--- src/rtl/uart_rx_fifo.sv ---
// uart_rx_fifo: UART receive handshake FSM feeding a first-word-fall-through FIFO of characters plus error flags; ports: clk, rst_n, en, uart_* receiver side, rd_* read port, empty/full/count/overflow status, clr_overflow; optional timeout output under UART_RX_FIFO_TIMEOUT_EN
module uart_rx_fifo #(
  parameter int DEPTH_LOG2     = 4,
  parameter int WIDTH          = 9,
  parameter int ACK_CYCLES     = 2,
  parameter int TIMEOUT_CYCLES = 1024
) (
  input  logic                  clk,
  input  logic                  rst_n,
  input  logic                  en,
  input  logic [WIDTH-1:0]      uart_data,
  input  logic                  uart_charreceived,
  input  logic                  uart_frameerror,
  input  logic                  uart_parityerror,
  input  logic                  uart_overrun,
  output logic                  uart_rd,
  input  logic                  rd_en,
  output logic [WIDTH-1:0]      rd_data,
  output logic                  rd_fe,
  output logic                  rd_pe,
  output logic                  rd_ovr,
  output logic                  empty,
  output logic                  full,
  output logic [DEPTH_LOG2:0]   count,
  output logic                  overflow,
`ifdef UART_RX_FIFO_TIMEOUT_EN
  output logic                  timeout,
`endif
  input  logic                  clr_overflow
);
  localparam int DEPTH = 2**DEPTH_LOG2;
  localparam int AW = $clog2(ACK_CYCLES+1);
  typedef enum logic [1:0] {IDLE, CAPTURE, ACK, WAIT_CLR} state_t;
  state_t state;
  logic cr_s1, cr_s2;
  logic [WIDTH+2:0] cap;
  logic [WIDTH+2:0] mem [DEPTH];
  logic [DEPTH_LOG2-1:0] wr_ptr, rd_ptr;
  logic [AW-1:0] ack_cnt;
  logic push, pop, wr;
  assign empty = count == '0;
  assign full = count == (DEPTH_LOG2+1)'(DEPTH);
  assign push = en && state == CAPTURE;
  assign pop = en && rd_en && !empty;
  // a push into a full FIFO only lands if the head leaves in the same cycle
  assign wr = push && (!full || pop);
  // gating on empty keeps the read port at zero after reset and flush
  assign {rd_ovr, rd_pe, rd_fe, rd_data} = empty ? '0 : mem[rd_ptr];
  always_ff @(posedge clk or negedge rst_n)
    if (!rst_n) {cr_s2, cr_s1} <= 2'b00;
    else {cr_s2, cr_s1} <= {cr_s1, uart_charreceived};
  always_ff @(posedge clk or negedge rst_n) begin
    if (!rst_n) begin
      state <= IDLE;
      uart_rd <= 1'b0;
      ack_cnt <= '0;
      cap <= '0;
    end else if (!en) begin
      state <= IDLE;
      uart_rd <= 1'b0;
    end else begin
      case (state)
        IDLE: if (cr_s2) begin
          state <= CAPTURE;
          cap <= {uart_overrun, uart_parityerror, uart_frameerror, uart_data};
        end
        CAPTURE: begin
          state <= ACK;
          uart_rd <= 1'b1;
          ack_cnt <= AW'(ACK_CYCLES-1);
        end
        ACK: if (ack_cnt == '0) begin
          state <= WAIT_CLR;
          uart_rd <= 1'b0;
        end else ack_cnt <= ack_cnt - AW'(1);
        default: if (!cr_s2) state <= IDLE;
      endcase
    end
  end
  always_ff @(posedge clk)
    if (wr) mem[wr_ptr] <= cap;
  always_ff @(posedge clk or negedge rst_n) begin
    if (!rst_n) begin
      wr_ptr <= '0;
      rd_ptr <= '0;
      count <= '0;
      overflow <= 1'b0;
    end else if (!en) begin
      wr_ptr <= '0;
      rd_ptr <= '0;
      count <= '0;
      overflow <= 1'b0;
    end else begin
      if (wr) wr_ptr <= wr_ptr + DEPTH_LOG2'(1);
      if (pop) rd_ptr <= rd_ptr + DEPTH_LOG2'(1);
      if (wr && !pop) count <= count + (DEPTH_LOG2+1)'(1);
      else if (!wr && pop) count <= count - (DEPTH_LOG2+1)'(1);
      if (push && !wr) overflow <= 1'b1;
      else if (clr_overflow) overflow <= 1'b0;
    end
  end
`ifdef UART_RX_FIFO_TIMEOUT_EN
  localparam int TW = $clog2(TIMEOUT_CYCLES+1);
  logic [TW-1:0] tcnt;
  always_ff @(posedge clk or negedge rst_n) begin
    if (!rst_n) begin
      tcnt <= '0;
      timeout <= 1'b0;
    end else begin
      tcnt <= (wr || pop || empty || !en) ? '0 : (tcnt == TW'(TIMEOUT_CYCLES)) ? tcnt : tcnt + TW'(1);
      timeout <= tcnt == TW'(TIMEOUT_CYCLES) && !empty;
    end
  end
`endif
endmodule

--- config.mk ---
export PLATFORM = sky130hd
export DESIGN_NAME = uart_rx_fifo
export DESIGN_NICKNAME = d
export VERILOG_FILES = /design/src/rtl/uart_rx_fifo.sv
export SDC_FILE = /design/constraint.sdc
export NUM_CORES = 1
export LEC_CHECK = 0
export BUFFER_PORTS_ARGS = -buffer_cell sky130_fd_sc_hd__buf_2
export CAP_MARGIN = 5
export CORE_MARGIN = 1.5
export CORE_UTILIZATION = 60
export DETAILED_ROUTE_END_ITERATION = 12
export GPL_ROUTABILITY_DRIVEN = 0
export HOLD_SLACK_MARGIN = 0.12
export PLACE_DENSITY = 0.78
export SETUP_SLACK_MARGIN = 0.02
export SKIP_LAST_GASP = 1
export SLEW_MARGIN = 15
export SYNTH_ARGS = -nofsm -noshare
export SYNTH_HDL_FRONTEND = slang
export SYNTH_SLANG_ARGS = --single-unit
--- constraint.sdc ---
create_clock -name clk -period 7 [get_ports clk]
set_input_delay 0.35 -clock clk [delete_from_list [all_inputs] [get_ports clk]]
set_output_delay 0.35 -clock clk [all_outputs]
set_load 0.02 [all_outputs]
Word level (Yosys, flattened, before mapping)
Memory sizes are Yosys's and may differ from the RTL's. Index checks and enable logic that the tools add are counted.

$add $sub $neg: 5. $mul: 0. Div/mod/pow operators: 0. Order comparisons: 0. Equal/unequal tests: 12. Shift-type cells: 0. Muxes and demuxes: 23. Bitwise operators: 0. Reductions and logical operators: 20.

Operators with widths (number): two-way mux 4 bit (4); two-way mux 5 bit (3); two-way mux 12 bit (1); two-way mux 2 bit (5); != test 3 x 1 -> 1 bit, second input constant (3); AND reduction 3 bit (3); adder 4 x 1 -> 4 bit, second input constant (2); logical AND 1 bit (7); two-way mux 1 bit (7); != test 3 bit, second input constant (2); case mux 2 bit (3 select lines) (1); adder 5 x 1 -> 5 bit, second input constant (1); equality test 5 bit, second input constant (1); logical NOT 5 bit (1); != test 5 x 2 -> 1 bit, second input constant (1); subtractor 5 x 1 -> 5 bit, second input constant (1); logical NOT 1 bit (4); logical NOT 2 bit (2); != test 2 x 1 -> 1 bit, second input constant (2); case mux 2 bit (2 select lines) (1); equality test 2 x 1 -> 1 bit, second input constant (1); equality test 2 bit, second input constant (1); != test 2 bit, second input constant (1); case mux 1 bit (2 select lines) (1); other kinds (4) (4).

Register bits: 33. Bits in latches: 0. RAM bits: 192. Memory bits (read-only): 0. Input port bits: 18. Output and inout port bits: 21. Logic and storage cells: 71. Memories: 1.

Memory list: mem (words 16, bits a word 12, rd ports 1, clocked after Yosys merged registers in 0, wr ports 1, line 37) `logic [WIDTH+2:0] mem [DEPTH];`.

Logic depth before layout (Yosys ltp)
Gate-level depths: netlist (run 1).

Depth after elaboration: 10. Depth in mapped cells: 10. Gate-level depth less buffers: 9.

Worst setup path before layout (run 1)
OpenSTA, ideal clock, no wires.

Path type: reg2reg. Start: reg count[1]. End: reg count[3]. Setup time: 125 ps. Arrival time: 2643 ps. Required time: 6875 ps. Path slack: 4233 ps. Cell stages (with the launch flop): 10. Buffers on the path: 1. Period minus slack after synthesis: 2767 ps. Cell sequence: dfrtp_1 -> or4_4 -> buf_6 -> nor2_1 -> a211o_1 -> ha_1 -> a21oi_1 -> a21oi_1 -> o21a_1 -> mux2_2.

Elaborated cells between the ends (all ways): 17. Those cells by class: add/sub (2); eq/ne (2); mux (3); reduce/logical (10).

RTL lines: from (decl) (line 24) `output logic [DEPTH_LOG2:0] count,`; from (signal assigned) (line 96) `if (wr && !pop) count <= count + (DEPTH_LOG2+1)'(1);`; from (signal assigned) (line 97) `else if (!wr && pop) count <= count - (DEPTH_LOG2+1)'(1);`; equality test 5 bit * (line 42) `assign full = count == (DEPTH_LOG2+1)'(DEPTH);`; via full (line 23) `output logic full,`; logical NOT 1 bit * (line 46) `assign wr = push && (!full || pop);`; logical OR 1 bit * (line 46); logical AND 1 bit * (line 46); logical NOT 1 bit or logical AND 1 bit (tied branches) (line 97, 96); logical AND 1 bit or two-way mux 5 bit (tied branches) (line 97, 96); != test 3 x 1 -> 1 bit (no line) or two-way mux 5 bit (tied branches).

Mark *: on every way through the listed nets, which the timed path passes. The rest lies on a longest branch. The select of a mux whose other input is x is not followed. A chain may end at the register's enable or synchronous reset.

Worst setup path after layout (run 1)
Start: reg rd_ptr[1]. End: out rd_pe.

Longest elaborated chain between the ends: 2.

RTL lines: from (decl) (line 38) `logic [DEPTH_LOG2-1:0] wr_ptr, rd_ptr;`; from (signal assigned) (line 95) `if (pop) rd_ptr <= rd_ptr + DEPTH_LOG2'(1);`; memory (16 x 12 bit); two-way mux 12 bit (line 48) `assign {rd_ovr, rd_pe, rd_fe, rd_data} = empty ? '0 : mem[rd_ptr];`; to (decl) (line 20) `output logic rd_pe,`.

No other way between the ends.

==> impl_results.rst, run 1 <==
.. list-table::
   :header-rows: 1

   * - Metric
     - Value
   * - CP Data Required Time
     - 6.65 ns
   * - H-tree depth
     - 1
   * - Sum Neg Setup Slack
     - 0 ns
   * - Leak Pwr
     - 0.00347 uW
   * - Reg power frac
     - 49.6%
   * - Top cell type by total area after synthesis
     - sky130_fd_sc_hd__edfxtp_1
   * - Post-Syn Area per Cell
     - 18.6 um2
   * - Number of iterations in the first detailed-routing pass
     - 4
   * - Max-slew headroom at the worst pin
     - 29.3%
   * - Hold Path Depth
     - 2
   * - Number of nets produced by synthesis
     - 533
   * - Top cell by count, worst path
     - sky130_fd_sc_hd__a211oi_1
   * - Setup slack of the most critical reg-to-reg path
     - 4.22 ns
   * - Outcome
     - finished clean
   * - Die outline height
     - 128 um
   * - Net total in the final layout
     - 581
   * - Clock-pin slew on the worst setup and hold paths
     - 0.06 ns
   * - Antenna violation net count after detailed routing
     - 0
   * - Placeable core area
     - 15,200 um2
   * - CTS max path bufs
     - 3
   * - Final setup slack of the worst path
     - 3.72 ns
   * - Residual DRC
     - 0
   * - Critical register-to-register path startpoint
     - state[1]$_DFFE_PN0P_
   * - Proportion of power drawn by the clock network
     - 27.5%
   * - Yosys reg bits
     - 225
   * - TritonCTS buffer count
     - 22
   * - Peak supply drop
     - 291 uV
   * - Detailed-route wire length per cell
     - 24.5 um
   * - Number of top-level pins
     - 39
   * - Clock latency on the worst-skew pair
     - 0.52 ns
   * - Reg2reg path depth
     - 9
   * - Aggregate routed wire length
     - 18,400 um
   * - Number of antenna violations at the first check in global routing
     - 0
   * - Number of clock sinks seen by CTS
     - 225
   * - Final Max Slew Viols
     - 0
   * - Ratio of cells with drive above 1 in the final layout
     - 24.1%
   * - Time the worst path needs with I/O delays and setup
     - 3.28 ns
   * - Via count of the first global-routing pass
     - 4,922
   * - Total net switching power
     - 1190 uW
   * - Part of the power in combinational logic
     - 22.9%
   * - # diodes
     - 0
   * - Most common cell in the netlist
     - sky130_fd_sc_hd__edfxtp_1
   * - Largest net degree at the start of global routing
     - 52
   * - Worst-path cell chain
     - buf_4, mux4_2, nor2b_1, a211oi_1, a211oi_1, buf_2
   * - Via count
     - 4,821
   * - Delay contributed by the slowest stage of the critical path
     - 0.65 ns
   * - Sequential element share of the synthesized area
     - 70.8%
   * - Starting DRT DRC Count
     - 462
   * - Area of the mapped netlist
     - 9310 um2
   * - Cell internal pwr
     - 2710 uW
   * - Setup Slack @ Placement
     - 4.22 ns
   * - Terminating pin of the worst hold path
     - cap[4]$_DFFE_PN0P_
   * - Number of warnings printed during yosys synthesis
     - 0
   * - Unrepaired setup endpoints after global routing
     - false
   * - Instance count of the mapped netlist
     - 500
   * - Total cell area at the placement stage
     - 9620 um2
   * - Initial cell density of the core
     - 61.2%
   * - Library cell contributing the largest single delay on the critical path
     - sky130_fd_sc_hd__buf_4
   * - Slew at the pin closest to its max-slew limit
     - 1.06 ns
   * - Horizontal die dimension
     - 128 um
   * - Proportion of netlist area held by the largest area contributor
     - 62.0%
   * - Switching power share of the total
     - 30.4%
   * - CTS Root Cell
     - sky130_fd_sc_hd__clkbuf_16
   * - Critical path data arrival time
     - 2.93 ns
   * - Hold path startpoint
     - uart_data[4]
   * - Path type of the worst min-delay path
     - input port to flip-flop
   * - Overall Power
     - 3900 uW
   * - Final number of hold-violating endpoints
     - 0
   * - Crit path kind
     - flip-flop to primary output
   * - Die footprint
     - 16,300 um2
   * - Synth area leaders
     - sky130_fd_sc_hd__edfxtp_1 (62%), sky130_fd_sc_hd__mux4_2 (12%), sky130_fd_sc_hd__dfrtp_1 (8.9%)
   * - TritonCTS clock tree
     - yes
   * - FMAX
     - 0.305 GHz
   * - Post-CTS resize count
     - 0
   * - Number of enable-type register cells in the synthesized netlist
     - 192
   * - Most used standard cells in the synthesized netlist
     - sky130_fd_sc_hd__edfxtp_1 (192), sky130_fd_sc_hd__mux4_2 (48), sky130_fd_sc_hd__dfrtp_1 (33)
   * - Wire length of the first global-routing pass
     - 28,200 um
   * - Post-CTS setup-driven buffer insertion count
     - 0
   * - Critical R2R Capture
     - count[3]$_DFFE_PN0P_
   * - Remaining Overflow, GRT
     - 0
   * - Number of failing setup endpoints in the final timing report
     - 0
   * - Maximum fanout along the worst path
     - 49
   * - Area added between synthesis and finish
     - 11.5%
   * - Cell area after layout
     - 10,400 um2
   * - Post-DP HPWL
     - 10,600 um
   * - Count of port buffers added during placement
     - 38
   * - Combined global-route utilization of all metal layers
     - 23.8%
   * - Floorplan row count
     - 45
   * - Max capacitance violation total
     - 0
   * - Final worst hold slack
     - 0.133 ns
   * - Endpoint class of the critical path
     - primary output
   * - Worst Setup Start Kind
     - flip-flop
   * - Post-route clock period utilization
     - 46.8%
   * - Skew final
     - 0.0260 ns
   * - Post-detailed-route via-to-cell ratio
     - 6.41
   * - Share of flip-flops with an asynchronous set or reset after synthesis
     - 14.7%
   * - Hold buffers post-CTS
     - 12
   * - Total of fill cells in the finished design
     - 981
   * - Ys flop type
     - sky130_fd_sc_hd__edfxtp_1
   * - Ratio of total power to cell area
     - 375 nW/um2
   * - Number of library cell types mapped by synthesis
     - 47
## per-layer routing
layer	track usage [%]	part of all wire [%]	up-vias
li1	-	-	2101
met1	32.3	40	2469
met2	40.1	51	209
met3	3.98	6.3	42
met4	7.35	2.9	0
met5	0	0	-
## sequential cells by signal, indices dropped and copies added, names as in the netlist, 2 cells and up
name	cells
ack_cnt	2
count	5
wr_ptr	4
state	2
rd_ptr	4
cap	12
mem	192
## cell usage in the layout (no fill, tap or decap), types with 15 or more instances in the layout
cell type,n
sky130_fd_sc_hd__edfxtp_1,192
sky130_fd_sc_hd__mux4_2,48
sky130_fd_sc_hd__buf_2,38
sky130_fd_sc_hd__dfrtp_1,30
sky130_fd_sc_hd__a211oi_1,25
sky130_fd_sc_hd__clkbuf_16,22
sky130_fd_sc_hd__mux2i_1,18
sky130_fd_sc_hd__nor2b_1,16
sky130_fd_sc_hd__and2_1,16
sky130_fd_sc_hd__inv_1,15
## kinds of logic after synthesis
kind of cell | synth area share, %
and+or+nand+nor | 5.02
AOI/OAI and AO/OA | 4.25
xor gates and xnor gates | 0.471
adders and majority gates | 2.10
DFF | 70.8
muxes | 15.2
buffers and inverters | 2.10
## power by group through the flow
| stage | combinational (uW) | sequential (uW) | clock, uW |
|---|---|---|---|
| floorplan | 672 | 1880 | 0 |
| global placement | 855 | 1940 | 0 |
| detailed placement | 889 | 1960 | 0 |
| CTS | 903 | 1930 | 1080 |
| global route | 973 | 1960 | 1140 |
| finish | 893 | 1930 | 1070 |
## worst max-delay path by stage
| stage | start | cells after the start | slack (ns) | to |
|---|---|---|---|---|
| global placement | rd_ptr[1]$_DFFE_PN0P_ | 6 | 4.25 | rd_pe |
| CTS | rd_ptr[1]$_DFFE_PN0P_ | 6 | 3.67 | rd_pe |
| detailed placement | rd_ptr[1]$_DFFE_PN0P_ | 6 | 4.22 | rd_data[3] |
| floorplan | count[1]$_DFFE_PN0P_ | 9 | 4.23 | count[3]$_DFFE_PN0P_ |
| global route | rd_ptr[1]$_DFFE_PN0P_ | 6 | 3.50 | rd_pe |
| finish | rd_ptr[1]$_DFFE_PN0P_ | 6 | 3.72 | rd_pe |
## cell type report
cell class / count / area [um2] / share of cell area [%]
sequential: 225 / 6600 / 63.5
multi-input combinational: 231 / 2520 / 24.3
clock buffer: 37 / 617 / 5.94
timing repair buffer: 53 / 333 / 3.21
tap: 188 / 235 / 2.27
inverter: 15 / 56.3 / 0.542
clock inverter: 3 / 25.0 / 0.241
## through the flow
stage	instances	utilization (%)
final	752	68.3
after global routing	752	68.3
after CTS	752	68.3
after detailed placement	700	63.3
after global placement	700	63.3
after floorplan	500	-
## critical path, delay by kind of cell (launching register included)
family / cells / cell delay, ns
muxes: 1 / 0.59
DFF: 1 / 0.37
buffers and inverters: 2 / 0.90
and+or+nand+nor: 1 / 0.15
AOI/OAI and AO/OA: 2 / 0.40
Note: power is estimated with default switching activity, not from simulation.
==> inputs of run 2 (changes only) <==
--- a/config.mk
+++ b/config.mk
@@ -8,11 +8,11 @@
 export BUFFER_PORTS_ARGS = -buffer_cell sky130_fd_sc_hd__buf_2
 export CAP_MARGIN = 5
 export CORE_MARGIN = 1.5
-export CORE_UTILIZATION = 60
+export CORE_UTILIZATION = 55
 export DETAILED_ROUTE_END_ITERATION = 12
 export GPL_ROUTABILITY_DRIVEN = 0
 export HOLD_SLACK_MARGIN = 0.12
-export PLACE_DENSITY = 0.78
+export PLACE_DENSITY = 0.75
 export SETUP_SLACK_MARGIN = 0.02
 export SKIP_LAST_GASP = 1
 export SLEW_MARGIN = 15
==> constraint.sdc (replaced) <==
create_clock -name clk -period 2.7 [get_ports clk]
set_input_delay 0.135 -clock clk [delete_from_list [all_inputs] [get_ports clk]]
set_output_delay 0.135 -clock clk [all_outputs]
set_load 0.02 [all_outputs]
==> impl_results.rst, run 2 (same netlist as run 1, synthesis figures left out) <==
.. list-table::
   :header-rows: 1

   * - Metric
     - Value
   * - Outcome
     - finished clean
   * - # diodes
     - 0 (unchanged)
   * - Final number of hold-violating endpoints
     - 0 (unchanged)
   * - Die outline height
     - 133 um (+4.3%)
   * - Post-detailed-route via-to-cell ratio
     - 6.01 (-6.2%)
   * - Leak Pwr
     - 0.00367 uW (+5.7%)
   * - CP Data Required Time
     - 2.57 ns (-4.08 ns)
   * - Clock latency on the worst-skew pair
     - 0.51 ns (about the same)
   * - Remaining Overflow, GRT
     - 0 (unchanged)
   * - Post-DP HPWL
     - 11,700 um (+11%)
   * - Combined global-route utilization of all metal layers
     - 22.5% (-1.2 points)
   * - TritonCTS clock tree
     - yes
   * - Part of the power in combinational logic
     - 23.4% (+0.5 points)
   * - Aggregate routed wire length
     - 19,000 um (+3.3%)
   * - Ratio of total power to cell area
     - 975 nW/um2 (+160%)
   * - Peak supply drop
     - 865 uV (+200%)
   * - Max-slew headroom at the worst pin
     - 41.3% (+12 points)
   * - Endpoint class of the critical path
     - primary output
   * - Post-route clock period utilization
     - 98.0%
   * - Library cell contributing the largest single delay on the critical path
     - sky130_fd_sc_hd__dfrtp_4
   * - Overall Power
     - 10,600 uW (+170%)
   * - Largest net degree at the start of global routing
     - 34 (-35%)
   * - Path type of the worst min-delay path
     - input port to flip-flop
   * - Residual DRC
     - 0 (unchanged)
   * - Initial cell density of the core
     - 56.1% (-5.1 points)
   * - Placeable core area
     - 16,600 um2 (+9.1%)
   * - Final Max Slew Viols
     - 0 (unchanged)
   * - Proportion of power drawn by the clock network
     - 28.9% (+1.4 points)
   * - Detailed-route wire length per cell
     - 23.4 um (-4.4%)
   * - Slew at the pin closest to its max-slew limit
     - 0.881 ns (-0.179 ns)
   * - CTS max path bufs
     - 3 (unchanged)
   * - Horizontal die dimension
     - 133 um (+4.3%)
   * - Clock-pin slew on the worst setup and hold paths
     - 0.06 ns (about the same)
   * - Register ranked first by flip-flop count
     - mem
   * - Switching power share of the total
     - 30.2% (-0.25 points)
   * - Maximum fanout along the worst path
     - 26 (-47%)
   * - Wire length of the first global-routing pass
     - 29,400 um (+4.1%)
   * - Number of antenna violations at the first check in global routing
     - 0 (unchanged)
   * - Number of clock sinks seen by CTS
     - 225 (unchanged)
   * - TritonCTS buffer count
     - 23 (+4.5%)
   * - Worst-path cell chain
     - buf_12, mux4_2, mux2i_1, a211oi_1, buf_2
   * - Critical path data arrival time
     - 2.51 ns (-0.42 ns)
   * - Starting DRT DRC Count
     - 390 (-16%)
   * - Delay contributed by the slowest stage of the critical path
     - 0.59 ns (-0.06 ns)
   * - Cell internal pwr
     - 7370 uW (+170%)
   * - Die footprint
     - 17,700 um2 (+8.9%)
   * - Area added between synthesis and finish
     - 16.3%
   * - Total net switching power
     - 3180 uW (+170%)
   * - FMAX
     - 0.378 GHz
   * - Count of port buffers added during placement
     - 38 (unchanged)
   * - Number of flip-flops under the largest register name
     - 192 (unchanged)
   * - Top delay family on crit path
     - multiplexers
   * - CTS Root Cell
     - sky130_fd_sc_hd__clkbuf_16
   * - Number of buffer and inverter instances along the worst setup path
     - 2 (unchanged)
   * - Worst Setup Start Kind
     - flip-flop
   * - Antenna violation net count after detailed routing
     - 0 (unchanged)
   * - Ratio of cells with drive above 1 in the final layout
     - 28.8% (+4.7 points)
   * - Number of iterations in the first detailed-routing pass
     - 4 (unchanged)
   * - Commonest cells after routing, fill and taps aside
     - sky130_fd_sc_hd__edfxtp_1 (192), sky130_fd_sc_hd__mux4_2 (48), sky130_fd_sc_hd__buf_2 (38)
   * - Registers with the highest flip-flop counts
     - mem: 192 flops, cap: 12 flops, count: 5 flops
   * - Floorplan row count
     - 47 (+4.4%)
   * - Skew final
     - 0.0112 ns (-0.0148 ns)
   * - Via count
     - 4,889 (+1.4%)
   * - Crit path kind
     - flip-flop to primary output
   * - Unrepaired setup endpoints after global routing
     - true
   * - Most common cell after layout, fill and taps aside
     - sky130_fd_sc_hd__edfxtp_1
   * - Time the worst path needs with I/O delays and setup
     - 2.64 ns
   * - Number of failing setup endpoints in the final timing report
     - 0 (unchanged)
   * - Final worst hold slack
     - 0.278 ns (+0.146 ns)
   * - H-tree depth
     - 1 (unchanged)
   * - Via count of the first global-routing pass
     - 5,158 (+4.8%)
   * - Number of top-level pins
     - 39 (unchanged)
   * - Net total in the final layout
     - 609 (+4.8%)
   * - Max capacitance violation total
     - 0 (unchanged)
   * - Reg power frac
     - 47.7% (-1.9 points)
## run 2: cell count changes in the layout (fill, tap and decap cells not counted), moves of 2 or more
cell                            previous run  this run
sky130_fd_sc_hd__buf_4                     3        19
sky130_fd_sc_hd__clkbuf_1                 14         4
sky130_fd_sc_hd__buf_12                    0         5
sky130_fd_sc_hd__clkinv_1                  1         6
sky130_fd_sc_hd__dlygate4sd3_1            12        17
sky130_fd_sc_hd__a211oi_1                 25        22
sky130_fd_sc_hd__a211oi_2                  0         3
sky130_fd_sc_hd__bufinv_16                 0         2
sky130_fd_sc_hd__clkinv_2                  1         3
sky130_fd_sc_hd__clkinvlp_4                0         2
## run 2: per-stage QoR
step / util (%) / area [um2] / setup slack [ns] / TNS, ns / cells
floorplan: - / 9310 / 0.0224 / 0 / 500
global placement: 59.5 / 9860 / 0.207 / 0 / 750
detailed placement: 59.5 / 9860 / 0.0980 / 0 / 750
CTS: 64.9 / 10800 / 0.0416 / 0 / 810
global route: 65.2 / 10800 / -0.0176 / -0.0492 / 813
finish: 65.2 / 10800 / 0.0551 / 0 / 813
## run 2: power by group through the flow
stage               Combinational, uW  Sequential, uW  Clock (uW)
floorplan                        1750            4880           0
global placement                 2320            5060           0
detailed placement               2400            5110           0
CTS                              2440            5040        3080
global route                     2680            5110        3220
finish                           2470            5030        3050
## run 2: path summary, 6_finish.rpt
| kind | from | endpoint | slack (ns) | cells after the start |
|---|---|---|---|---|
| worst max-delay path | rd_ptr[0]$_DFFE_PN0P_ | rd_data[5] | 0.06 | 5 |
| worst min-delay path | uart_charreceived | cr_s1$_DFF_PN0_ | 0.28 | 2 |
| worst max register to register | count[1]$_DFFE_PN0P_ | count[3]$_DFFE_PN0P_ | 0.09 | 7 |
| worst min register to register | cr_s1$_DFF_PN0_ | cr_s2$_DFF_PN0_ | 0.35 | 0 |
| max in group asynchronous | rst_n | rd_ptr[0]$_DFFE_PN0P_ | 1.77 | 2 |
| min in group asynchronous | rst_n | count[3]$_DFFE_PN0P_ | 0.30 | 2 |
## run 2: routing by layer
layer / routed length, um / vias to the layer above / part of all wire [%] / track usage, %
met5: 0 / - / 0 / 0
met4: 451 / 0 / 2.4 / 6.65
met3: 1210 / 28 / 6.3 / 3.64
met2: 9710 / 177 / 51 / 38.8
met1: 7660 / 2524 / 40 / 30.0
li1: - / 2160 / - / -
## run 2: what timing repair did
action | 4_1_cts | 5_1_grt
setup endpoints to repair | 5 | 6
hold buffers | 17 | 0
pin swaps | 0 | 1
hold endpoints to repair | 49 | 0
buffers inserted | 1 | 3
resized for setup | 2 | 5
## run 2: final cells by class
type,instances,area (um2)
fillers,1142,5760
flip-flops and latches,225,6600
inverters,15,56.3
clock buffers,28,604
repair buffers,80,614
clock inverters,14,121
well taps,220,275
multi-input cells,231,2550
==> inputs of run 3 (changes only) <==
--- a/config.mk
+++ b/config.mk
@@ -11,6 +11,7 @@
 export CORE_UTILIZATION = 55
 export DETAILED_ROUTE_END_ITERATION = 12
 export GPL_ROUTABILITY_DRIVEN = 0
+export GPL_TIMING_DRIVEN = 0
 export HOLD_SLACK_MARGIN = 0.12
 export PLACE_DENSITY = 0.75
 export SETUP_SLACK_MARGIN = 0.02
==> impl_results.rst, run 3 (same netlist as run 1, synthesis figures left out) <==
.. list-table::
   :header-rows: 1

   * - Metric
     - Value
   * - Remaining Overflow, GRT
     - 0 (unchanged)
   * - Antenna violation net count after detailed routing
     - 0 (unchanged)
   * - Commonest cells after routing, fill and taps aside
     - sky130_fd_sc_hd__edfxtp_1 (192), sky130_fd_sc_hd__mux4_2 (48), sky130_fd_sc_hd__buf_2 (39)
   * - Time the worst path needs with I/O delays and setup
     - 2.71 ns (+0.0672 ns)
   * - Final setup slack of the worst path
     - -0.0122 ns (-0.0672 ns)
   * - Number of iterations in the first detailed-routing pass
     - 5 (+1)
   * - Most common cell after layout, fill and taps aside
     - sky130_fd_sc_hd__edfxtp_1
   * - Hold path startpoint
     - en
   * - Total of fill cells in the finished design
     - 1,119 (-2.0%)
   * - Part of the power in combinational logic
     - 24.9% (+1.5 points)
   * - Reg power frac
     - 44.0% (-3.7 points)
   * - Starting DRT DRC Count
     - 399 (+2.3%)
   * - Wire length of the first global-routing pass
     - 29,600 um (+0.94%)
   * - Placeable core area
     - 16,600 um2 (unchanged)
   * - Delay contributed by the slowest stage of the critical path
     - 0.56 ns (-0.03 ns)
   * - Cell internal pwr
     - 8010 uW (+8.7%)
   * - Clock-pin slew on the worst setup and hold paths
     - 0.06 ns (about the same)
   * - Violations in the final reports
     - negative setup slack
   * - Aggregate routed wire length
     - 19,400 um (+2.2%)
   * - Leak Pwr
     - 0.00377 uW (+2.7%)
   * - Worst setup path startpoint
     - count[0]$_DFFE_PN0P_
   * - Residual DRC
     - 0 (unchanged)
   * - FMAX
     - 0.369 GHz (-2.5%)
   * - TritonCTS buffer count
     - 24 (+4.3%)
   * - Peak supply drop
     - 732 uV (-15%)
   * - Detailed-route wire length per cell
     - 23.6 um (+1.0%)
   * - Area added between synthesis and finish
     - 18.9%
   * - Setup Slack @ Placement
     - -0.244 ns (-0.342 ns)
   * - Die outline height
     - 133 um (unchanged)
   * - Proportion of power drawn by the clock network
     - 31.1% (+2.2 points)
   * - Via count
     - 4,966 (+1.6%)
   * - Registers with the highest flip-flop counts
     - mem: 192 flops, cap: 12 flops, count: 5 flops
   * - Max-slew headroom at the worst pin
     - 43.2% (+1.9 points)
   * - CTS max path bufs
     - 3 (unchanged)
   * - Die footprint
     - 17,700 um2 (unchanged)
   * - Number of clock sinks seen by CTS
     - 225 (unchanged)
   * - Number of failing setup endpoints in the final timing report
     - 1 (+1)
   * - Slew at the pin closest to its max-slew limit
     - 0.853 ns (-0.0282 ns)
   * - Post-route clock period utilization
     - 100% (+2.5 points)
   * - Unrepaired setup endpoints after global routing
     - true
   * - Initial cell density of the core
     - 56.1% (unchanged)
   * - Largest net degree at the start of global routing
     - 34 (unchanged)
   * - Path type of the worst min-delay path
     - input port to flip-flop
   * - Post-DP HPWL
     - 11,900 um (+1.5%)
   * - Worst-path cell chain
     - or4_4, buf_12, a211o_4, ha_1, a21oi_2, a211oi_1, a31oi_1, nand3_1
   * - Floorplan row count
     - 47 (unchanged)
   * - Outcome
     - finished with violations
   * - Ratio of total power to cell area
     - 1030 nW/um2 (+5.4%)
   * - Horizontal die dimension
     - 133 um (unchanged)
   * - Net total in the final layout
     - 617 (+1.3%)
   * - Worst Setup Start Kind
     - flip-flop
   * - Number of antenna violations at the first check in global routing
     - 0 (unchanged)
   * - TritonCTS clock tree
     - yes
   * - Count of port buffers added during placement
     - 37 (-2.6%)
   * - Combined global-route utilization of all metal layers
     - 22.5% (-0.027 points)
   * - # diodes
     - 0 (unchanged)
   * - Clock latency on the worst-skew pair
     - 0.51 ns (about the same)
   * - Final worst hold slack
     - 0.238 ns (-0.0401 ns)
   * - Number of flip-flops under the largest register name
     - 192 (unchanged)
   * - CP Data Required Time
     - 3.07 ns (+0.50 ns)
   * - Crit path kind
     - flip-flop to flip-flop
   * - Total net switching power
     - 3360 uW (+5.7%)
   * - Switching power share of the total
     - 29.6% (-0.59 points)
   * - Endpoint class of the critical path
     - flip-flop
   * - Post-detailed-route via-to-cell ratio
     - 6.04 (+0.46%)
   * - Final number of hold-violating endpoints
     - 0 (unchanged)
   * - Register ranked first by flip-flop count
     - mem
   * - Number of top-level pins
     - 39 (unchanged)
   * - Skew final
     - 0.00821 ns (-0.00298 ns)
   * - H-tree depth
     - 1 (unchanged)
   * - Max capacitance violation total
     - 0 (unchanged)
   * - Maximum fanout along the worst path
     - 8 (-69%)
   * - Library cell contributing the largest single delay on the critical path
     - sky130_fd_sc_hd__or4_4
   * - CTS Root Cell
     - sky130_fd_sc_hd__clkbuf_16
   * - Final Max Slew Viols
     - 0 (unchanged)
   * - Ratio of cells with drive above 1 in the final layout
     - 33.6% (+4.7 points)
   * - Via count of the first global-routing pass
     - 5,249 (+1.8%)
   * - Critical register-to-register path startpoint
     - count[0]$_DFFE_PN0P_
   * - Critical path data arrival time
     - 3.09 ns (+0.58 ns)
## run 3: cell count changes in the layout (fill, tap and decap cells not counted), moves of 6 or more
cell,change
sky130_fd_sc_hd__a211oi_1,-10
sky130_fd_sc_hd__a211oi_2,+10
sky130_fd_sc_hd__and2_1,-8
sky130_fd_sc_hd__and2_2,+8
sky130_fd_sc_hd__clkbuf_1,+7
sky130_fd_sc_hd__buf_4,-6
## run 3: worst paths after layout
kind / depth (start not counted) / end / slack, ns
worst min-delay path: 4 / rd_ptr[3]$_DFFE_PN0P_ / 0.24
worst max register to register: 8 / count[4]$_DFFE_PN0P_ / -0.01
worst max-delay path: 8 / count[4]$_DFFE_PN0P_ / -0.01
min in group asynchronous: 2 / count[3]$_DFFE_PN0P_ / 0.28
max in group asynchronous: 2 / count[1]$_DFFE_PN0P_ / 1.83
worst min register to register: 0 / cr_s2$_DFF_PN0_ / 0.35
## run 3: per-stage QoR
step / cell area (um2) / power, uW / util [%] / std cells / setup TNS, ns
finish: 11100 / 11400 / 66.7 / 822 / -0.0122
global route: 11100 / 11800 / 66.7 / 822 / -0.175
CTS: 10900 / 11100 / 65.6 / 816 / 0
detailed placement: 9770 / 7510 / 58.9 / 757 / -18.77
global placement: 9770 / 7360 / 58.9 / 757 / -8.41
floorplan: 9310 / 6620 / - / 500 / 0
## run 3: layer usage
layer  global-route usage, %  share of wire, %
met1                    29.1                40
met2                    39.6                52
met3                    3.10               4.3
met4                    7.63               3.1
met5                       0                 0
## run 3: worst max-delay path: cells and delay by family, from the launching register on
family,cells,cell delay (ns)
and+or+nand+nor,2,0.69
adders and majority gates,1,0.36
DFF,1,0.45
AOI/OAI and AO/OA,4,0.91
buffers and inverters,1,0.16
## run 3: cell type report
class	instances	area, um2	area share (%)
sequential	225	6590	59.6
tap	220	275	2.49
inverter	15	56.3	0.509
buffer	29	221	2.00
clock buffer	35	723	6.53
clock inverter	9	146	1.32
timing repair buffer	58	380	3.44
multi-input combinational	231	2670	24.1
## run 3: what timing repair did
| action | CTS | global route |
|---|---|---|
| pin swaps | 0 | 8 |
| buffers inserted | 0 | 6 |
| resized for setup | 27 | 36 |
| hold buffers | 15 | 0 |
| endpoints found under the setup margin | 111 | 97 |
| endpoints found under the hold margin | 47 | 0 |
## run 3: power groups by stage
stage,Combinational (uW),Clock (uW),Sequential [uW]
2_1_floorplan,1750,0,4880
3_3_place_gp,2350,0,5020
3_5_place_dp,2440,0,5070
4_1_cts,2560,3560,5010
5_1_grt,3030,3690,5070
6_report,2830,3530,5010
